==> src/rtl/qam_pkg.sv <==
// Shared definitions for the QAM symbol serializer: modulation encodings and
// helpers that size symbols and words per modulation mode.
package qam_pkg;

  typedef enum logic [1:0] {
    MODE_BPSK  = 2'b00,
    MODE_QPSK  = 2'b01,
    MODE_QAM16 = 2'b10,
    MODE_RSVD  = 2'b11
  } mod_mode_t;

  // The reserved encoding falls back to the widest symbol.
  function automatic int unsigned bps_of(input logic [1:0] mode);
    case (mode)
      MODE_BPSK: return 1;
      MODE_QPSK: return 2;
      default:   return 4;
    endcase
  endfunction

  function automatic int unsigned syms_per_word(input logic [1:0] mode,
                                                input int unsigned data_width);
    case (mode)
      MODE_BPSK: return data_width;
      MODE_QPSK: return data_width / 2;
      default:   return data_width / 4;
    endcase
  endfunction

endpackage

==> src/rtl/qam_word_buffer.sv <==
// Hold register for one input word together with the mode and tlast that were
// sampled alongside it; filled on an input beat, emptied when its word moves on.
module qam_word_buffer #(
  parameter int DATA_WIDTH = 32
) (
  input  logic                  aclk,
  input  logic                  areset,
  input  logic                  wr_en,
  input  logic                  clear,
  input  logic [DATA_WIDTH-1:0] wr_data,
  input  logic [1:0]            wr_mode,
  input  logic                  wr_last,
  output logic                  valid,
  output logic [DATA_WIDTH-1:0] data,
  output logic [1:0]            mode,
  output logic                  last
);

  // A write wins over a clear; the top never asks for both in one cycle.
  always_ff @(posedge aclk or posedge areset) begin
    if (areset) begin
      valid <= 1'b0;
      data  <= '0;
      mode  <= 2'b00;
      last  <= 1'b0;
    end else if (wr_en) begin
      valid <= 1'b1;
      data  <= wr_data;
      mode  <= wr_mode;
      last  <= wr_last;
    end else if (clear) begin
      valid <= 1'b0;
    end
  end

endmodule

==> src/rtl/qam_symbol_serializer.sv <==
// Word-to-symbol serializer: double-buffered AXI-Stream words are sliced into
// 1/2/4-bit symbols, emitted LSB-justified one per downstream beat.
module qam_symbol_serializer
  import qam_pkg::*;
#(
  parameter int DATA_WIDTH = 32,
  parameter int SYM_MAX    = 4,
  parameter bit MSB_FIRST  = 1'b1
) (
  input  logic                  aclk,
  input  logic                  areset,
  input  logic [1:0]            mod_mode,
  input  logic [DATA_WIDTH-1:0] s_axis_tdata,
  input  logic                  s_axis_tvalid,
  input  logic                  s_axis_tlast,
  output logic                  s_axis_tready,
  output logic [SYM_MAX-1:0]    m_axis_tdata,
  output logic                  m_axis_tvalid,
  output logic                  m_axis_tlast,
  input  logic                  m_axis_tready,
  output logic                  busy
);

  localparam int CNT_W = $clog2(DATA_WIDTH + 1);

  logic                  hold_valid;
  logic [DATA_WIDTH-1:0] hold_data;
  logic [1:0]            hold_mode;
  logic                  hold_last;

  logic                  shift_valid;
  logic [DATA_WIDTH-1:0] shift_reg;
  logic [1:0]            shift_mode;
  logic                  shift_last;
  logic [CNT_W-1:0]      sym_cnt;
  logic [CNT_W-1:0]      last_idx;

  logic s_beat;
  logic m_beat;
  logic last_sym;
  logic load;
  logic bypass;
  logic hold_wr;
  logic [SYM_MAX-1:0] cur_sym;

  assign s_axis_tready = !hold_valid;
  assign s_beat        = s_axis_tvalid & !hold_valid;
  assign m_beat        = shift_valid & m_axis_tready;
  assign last_idx      = CNT_W'(syms_per_word(shift_mode, DATA_WIDTH) - 1);
  assign last_sym      = (sym_cnt == last_idx);
  assign load          = hold_valid & (!shift_valid | (m_beat & last_sym));
  assign bypass        = s_beat & !shift_valid;
  assign hold_wr       = s_beat & !bypass;

  qam_word_buffer #(
    .DATA_WIDTH(DATA_WIDTH)
  ) u_hold (
    .aclk    (aclk),
    .areset  (areset),
    .wr_en   (hold_wr),
    .clear   (load),
    .wr_data (s_axis_tdata),
    .wr_mode (mod_mode),
    .wr_last (s_axis_tlast),
    .valid   (hold_valid),
    .data    (hold_data),
    .mode    (hold_mode),
    .last    (hold_last)
  );

  function automatic logic [DATA_WIDTH-1:0] advance(input logic [DATA_WIDTH-1:0] w,
                                                    input logic [1:0] mode);
    int unsigned b;
    b = bps_of(mode);
    return MSB_FIRST ? (w << b) : (w >> b);
  endfunction

  // The current symbol always sits at the outgoing end of the shift register.
  always_comb begin
    cur_sym = '0;
    case (shift_mode)
      MODE_BPSK: cur_sym[0]   = MSB_FIRST ? shift_reg[DATA_WIDTH-1]      : shift_reg[0];
      MODE_QPSK: cur_sym[1:0] = MSB_FIRST ? shift_reg[DATA_WIDTH-1 -: 2] : shift_reg[1:0];
      default:   cur_sym[3:0] = MSB_FIRST ? shift_reg[DATA_WIDTH-1 -: 4] : shift_reg[3:0];
    endcase
  end

  // A reload on the final symbol's beat keeps the output stream gap-free.
  always_ff @(posedge aclk or posedge areset) begin
    if (areset) begin
      shift_valid <= 1'b0;
      shift_reg   <= '0;
      shift_mode  <= 2'b00;
      shift_last  <= 1'b0;
      sym_cnt     <= '0;
    end else if (load) begin
      shift_valid <= 1'b1;
      shift_reg   <= hold_data;
      shift_mode  <= hold_mode;
      shift_last  <= hold_last;
      sym_cnt     <= '0;
    end else if (bypass) begin
      shift_valid <= 1'b1;
      shift_reg   <= s_axis_tdata;
      shift_mode  <= mod_mode;
      shift_last  <= s_axis_tlast;
      sym_cnt     <= '0;
    end else if (m_beat) begin
      if (last_sym) begin
        shift_valid <= 1'b0;
      end else begin
        shift_reg <= advance(shift_reg, shift_mode);
        sym_cnt   <= sym_cnt + CNT_W'(1);
      end
    end
  end

  assign m_axis_tvalid = shift_valid;
  assign m_axis_tdata  = cur_sym;
  assign m_axis_tlast  = shift_valid & shift_last & last_sym;
  assign busy          = hold_valid | shift_valid;

endmodule

==> config.mk <==
export PLATFORM = sky130hd
export DESIGN_NAME = qam_symbol_serializer
export DESIGN_NICKNAME = d
export VERILOG_FILES = /design/src/rtl/qam_pkg.sv /design/src/rtl/qam_word_buffer.sv /design/src/rtl/qam_symbol_serializer.sv
export SDC_FILE = /design/constraint.sdc
export NUM_CORES = 1
export LEC_CHECK = 0
export ABC_AREA = 0
export CORE_ASPECT_RATIO = 1.4
export CORE_MARGIN = 4
export CORE_UTILIZATION = 40
export CTS_BUF_LIST = sky130_fd_sc_hd__clkbuf_8
export CTS_CLUSTER_SIZE = 14
export DETAILED_ROUTE_END_ITERATION = 10
export DONT_BUFFER_PORTS = 1
export PLACE_DENSITY = 0.63
export SKIP_CTS_REPAIR_TIMING = 1
export SYNTH_ARGS = -nofsm -noshare
export SYNTH_HDL_FRONTEND = slang
export SYNTH_SLANG_ARGS = --single-unit
==> constraint.sdc <==
create_clock -name aclk -period 3.24 [get_ports aclk]
set_input_delay 0.81 -clock aclk [delete_from_list [all_inputs] [get_ports aclk]]
set_output_delay 0.81 -clock aclk [all_outputs]
set_load 0.005 [all_outputs]
==> results of run 1 <==
metal layers:
layer | wire length (um) | vias to the layer above | track usage (%)
met5 | 0 | - | 0
met4 | 121 | 0 | 4.45
met3 | 402 | 10 | 4.11
met2 | 4750 | 38 | 25.3
met1 | 4470 | 1532 | 22.1
li1 | - | 1523 | -
worst max-delay path by stage:
stage | startpoint | to | slack, ps | cells after the start
after floorplan | areset | m_axis_tvalid$_DFFE_PP0P_ | 430 | 1
after global placement | s_axis_tvalid | shift_reg[22]$_DFFE_PP0P_ | 740 | 5
after detailed placement | s_axis_tvalid | shift_reg[19]$_DFFE_PP0P_ | 700 | 5
after CTS | shift_mode[0]$_DFFE_PP0P_ | m_axis_tdata[0] | 510 | 3
after global routing | shift_mode[0]$_DFFE_PP0P_ | m_axis_tdata[0] | 390 | 3
final | shift_mode[0]$_DFFE_PP0P_ | m_axis_tdata[0] | 510 | 3
power by group through the flow:
stage               clock network, uW  logic, uW  registers (uW)
finish                            976       1660            1800
global route                     1060       1880            1860
CTS                              1000       1690            1800
detailed placement                  0       1680            1820
global placement                    0       1620            1790
floorplan                           0       1490            1650
kinds of logic (layout without fill, tap and decap cells):
kind of cell | after synthesis | after routing | synth area share [%]
AOI/OAI and AO/OA | 110 | 110 | 16.8
xor gates and xnor gates | 6 | 6 | 1.20
adders and majority gates | 1 | 1 | 0.285
buffers and inverters | 39 | 31 | 4.44
DFF | 78 | 78 | 44.4
muxes | 93 | 93 | 22.2
and+or+nand+nor | 106 | 106 | 10.7
cell type report:
| type | count | area, um^2 |
|---|---|---|
| clock buffers | 10 | 138 |
| clock inverters | 6 | 133 |
| fillers | 1071 | 6050 |
| inverters | 6 | 23.8 |
| multi-input cells | 316 | 2260 |
| flip-flops and latches | 78 | 1950 |
| well taps | 141 | 176 |
| repair buffers | 9 | 80.1 |
Yosys cell counts:
cell type / number
dfrtp_1: 78
nand2_1: 66
mux2i_1: 58
mux2_2: 35
o21ai_0: 32
o211ai_1: 31
o21a_1: 28
buf_2: 15
nor2_1: 15
clkbuf_1: 12
inv_1: 6
xor2_1: 5
and3_1: 4
o31ai_1: 4
a211oi_1: 3
a22oi_1: 3
a31oi_1: 3
and2_1: 3
buf_6: 3
nor3_1: 3
or3b_1: 3
buf_4: 2
nand2b_1: 2
nand3_1: 2
o21ai_1: 2
o22ai_1: 2
or3_1: 2
a2111oi_0: 1
buf_1: 1
ha_1: 1
nand3_2: 1
nand3b_1: 1
nor2b_1: 1
nor3b_1: 1
nor4b_1: 1
o21ai_2: 1
or2_2: 1
xnor2_1: 1
through the flow:
stage | power [uW] | instance area [um^2] | util, % | setup slack (ps)
after floorplan | 3140 | 4390 | - | 435
after global placement | 3420 | 4490 | 41.6 | 744
after detailed placement | 3500 | 4490 | 41.6 | 696
after CTS | 4490 | 4760 | 44.1 | 508
after global routing | 4800 | 4760 | 44.1 | 393
final | 4440 | 4760 | 44.1 | 506
critical path: cells and delay by family (launching register included):
| kind | cells | cell delay [ps] |
|---|---|---|
| flops | 1 | 690 |
| mux | 1 | 110 |
| compound gates | 1 | 370 |
| buf+inv | 1 | 400 |
==> results.json, run 1 <==
{
  "rr_endpoint": "shift_reg[11]$_DFFE_PP0P_",
  "synth_nets": 473,
  "maxCapViolations": 0,
  "clock_latency_ps": 350,
  "rows": 45,
  "syn_inst": 433,
  "vias": 3103,
  "syn_area_um2": 4390,
  "viasPerCell": 5.48,
  "cp_max_fo": 19,
  "p_clk_share_pct": 22.0,
  "grt_max_degree": 67,
  "numCtsBuffers": 9,
  "slowest_delay_ps": 690,
  "gp_congestion": 0.740,
  "intPower_uw": 2860,
  "hp-class": "in2async",
  "hold_viol": 0,
  "grt_pass1_wl_mm": 16.3,
  "rsz0062_at_grt": "false",
  "htreeDepth": 3,
  "vdd_drop_max_mv": 0.403,
  "io_buffers": 0,
  "worstMarginPinSlew_ps": 1130,
  "wirelength_mm": 9.74,
  "r2r_start": "m_axis_tvalid$_DFFE_PP0P_",
  "netSwitchingPower_uw": 1580,
  "die_h_um": 132,
  "slew_headroom_pct": 24.7,
  "layout_common_cells": "dfrtp_1, nand2_1, mux2i_1",
  "fin_cells": 566,
  "fmax_mhz": 366,
  "dp_cells": 550,
  "crit_path_top_delay_cell": "dfrtp_2",
  "grt_use_total_pct": 16.2,
  "drv_slew": 0,
  "r2r_cells": 5,
  "p_per_area_nw_per_um2": 931,
  "p_leak_uw": 0.00213,
  "postSynthAreaPerCell_um2": 10.1,
  "routedWlPerCell_um": 17.2,
  "cts_tree": "done",
  "timing.setup.tns_ps": 0,
  "worstSetupPathType": "reg2out",
  "antenna_left": 0,
  "hold_ws_ps": 347,
  "num_io_pins": 47,
  "seq_area_frac_synth_pct": 44.4,
  "yosys.area.top_type": "dfrtp_1",
  "combPwrFrac_pct": 37.5,
  "worstSetupEndpointType": "primary output",
  "rrSetupSlack_ps": 960,
  "core_region_area_um2": 10800,
  "clk_pin_slew_ps": 80,
  "n_antenna_cell": 0,
  "cts-root-buf": "clkbuf_8",
  "first_pass_iters": 4,
  "start_util_pct": 40.6,
  "share_seq_of_total_power_pct": 40.5,
  "place_hpwl_mm": 6.55,
  "worstPathArrival_ps": 1920,
  "final-setup-viol-count": 0,
  "run_status": "complete, no violations",
  "crit_chain": "buf_4, mux2i_1, o21ai_0",
  "die_w_um": 96.6,
  "fin_crit_ps": 2730,
  "clock_sinks": 78,
  "fin_crit_sh_pct": 84.4,
  "synth.area.top_cells": "dfrtp_1, mux2i_1, mux2_2, nand2_1, o211ai_1",
  "final_common_cell": "dfrtp_1",
  "yosysUniqueCellTypes": 38,
  "cp_data_required_time_ps": 2430,
  "grt_pass1_vias": 3132,
  "synth_warnings": 0,
  "synthToLayoutAreaGrowth_pct": 8.43,
  "antenna_found_initial": 0,
  "fin_skew_ps": 11.2,
  "drc": 0,
  "die-area_um2": 12800,
  "ys_ff_latch": 78,
  "crit_path_start_kind": "register",
  "grt_overflow_total": 0,
  "yosysTopAreaCellShare_pct": 44.4,
  "final_nets": 460,
  "cts_buffer_depth": 2,
  "drive_above_1_share_pct": 16.0,
  "drtIter0Drc": 147,
  "swShare_pct": 35.6
}
Power figures use the tool's default switching activity.
==> inputs of run 2 (changes only) <==
Clock period 3.24 ns to 2.7 ns, I/O delays scaled along.
==> run 2 against run 1 <==
  * Register-to-register slack worse by 410 ps
  * Clock power up 11%
  * Sequential power grew 16%
  * Utilization increased by 0.41 points
  * Power increased by 18%
  * Via count up 0.45%
  * Flip-flop and latch count stayed put
  * Worst hold slack worse by 130 ps
  * Cell area is 0.92% higher
  * Routed wire length is 1.7% lower
  * Largest cell class unchanged
==> results.json, run 2 (synthesis results as in run 1) <==
{
  "rrSetupSlack_ps": 550,
  "drive_above_1_share_pct": 15.9,
  "hold_viol": 0,
  "final_nets": 462,
  "gp_congestion": 0.744,
  "drtIter0Drc": 146,
  "grt_pass1_wl_mm": 16.6,
  "run_status": "complete, no violations",
  "maxCapViolations": 0,
  "cts_tree": "done",
  "grt_use_total_pct": 16.4,
  "hp-class": "in2async",
  "clock_latency_ps": 350,
  "setup_ws_ps": 280,
  "grt_pass1_vias": 3312,
  "start_util_pct": 40.6,
  "synthToLayoutAreaGrowth_pct": 9.42,
  "grt_overflow_total": 0,
  "vias": 3117,
  "crit_path_start_kind": "register",
  "fin_crit_ps": 2420,
  "place_hpwl_mm": 6.45,
  "antenna_found_initial": 0,
  "core_region_area_um2": 10800,
  "numCtsBuffers": 9,
  "drv_slew": 0,
  "rows": 45,
  "n_antenna_cell": 0,
  "p_leak_uw": 0.00216,
  "cts-root-buf": "clkbuf_8",
  "htreeDepth": 3,
  "p_per_area_nw_per_um2": 1090,
  "worstPathArrival_ps": 1750,
  "rsz0062_at_grt": "false",
  "fin_skew_ps": 7.01,
  "fmax_mhz": 413,
  "clock_sinks": 78,
  "r2r_cells": 5,
  "rr_endpoint": "shift_last$_DFFE_PP0P_",
  "wirelength_mm": 9.58,
  "layout_common_cells": "dfrtp_1, nand2_1, mux2i_1",
  "worstMarginPinSlew_ps": 745,
  "cp_max_fo": 10,
  "drc": 0,
  "io_buffers": 0,
  "clk_pin_slew_ps": 80,
  "slew_headroom_pct": 50.3,
  "num_io_pins": 47,
  "final_common_cell": "dfrtp_1",
  "final-setup-viol-count": 0,
  "fin_crit_sh_pct": 89.6,
  "die_h_um": 132,
  "die_w_um": 96.6,
  "grt_max_degree": 67,
  "timing.setup.tns_ps": 0,
  "r2r_start": "sym_cnt[0]$_DFFE_PP0P_",
  "antenna_left": 0,
  "worstSetupEndpointType": "primary output",
  "place_ws_ps": 553,
  "cts_buffer_depth": 2,
  "die-area_um2": 12800,
  "cp_data_required_time_ps": 2030,
  "routedWlPerCell_um": 16.9,
  "viasPerCell": 5.49,
  "worstSetupPathType": "reg2out",
  "first_pass_iters": 4,
  "vdd_drop_max_mv": 0.452
}
-- run 2: metrics by stage --
stage,hold WS [ps],instance area [um^2],total power (uW),cells,utilization [%]
finish,218,4810,5260,568,44.5
global route,240,4810,5700,568,44.5
CTS,221,4810,5330,568,44.5
detailed placement,476,4560,4240,552,42.2
global placement,471,4560,4150,552,42.2
floorplan,456,4390,3770,433,-
-- run 2: final cells by class --
class                      count  area, um^2
inverter                       6        23.8
clock inverter                 5        97.6
clock buffer                  11         151
multi-input combinational    316        2260
timing repair buffer          11         145
sequential                    78        1950
tap                          141         176
fill                        1051        6000
-- run 2: power by group --
part           total, uW  switching (uW)  internal, uW
clock network       1080             424           659
logic               2080            1050          1040
registers           2090             400          1690
-- run 2: worst max path at each step --
stage,startpoint,end,slack [ps]
after global routing,sym_cnt[3]$_DFFE_PP0P_,m_axis_tlast,210
after floorplan,areset,m_axis_tvalid$_DFFE_PP0P_,30
final,sym_cnt[3]$_DFFE_PP0P_,m_axis_tlast,280
after detailed placement,sym_cnt[0]$_DFFE_PP0P_,shift_last$_DFFE_PP0P_,550
after CTS,sym_cnt[3]$_DFFE_PP0P_,m_axis_tlast,250
after global placement,s_axis_tvalid,shift_reg[9]$_DFFE_PP0P_,620
-- run 2: worst max-delay path, cell delays in order (launching register included) --
cell and delay (ps):
dfrtp_1 430, or3b_1 410, o21a_1 250, nor3_1 300
-- run 2: routing by layer --
layer  global-route usage [%]  up-vias  wire [um]
li1                         -     1534          -
met2                     26.8       54       4710
met4                     5.77        0        193
met3                     3.71       10        431
met1                     20.9     1519       4250
met5                        0        -          0
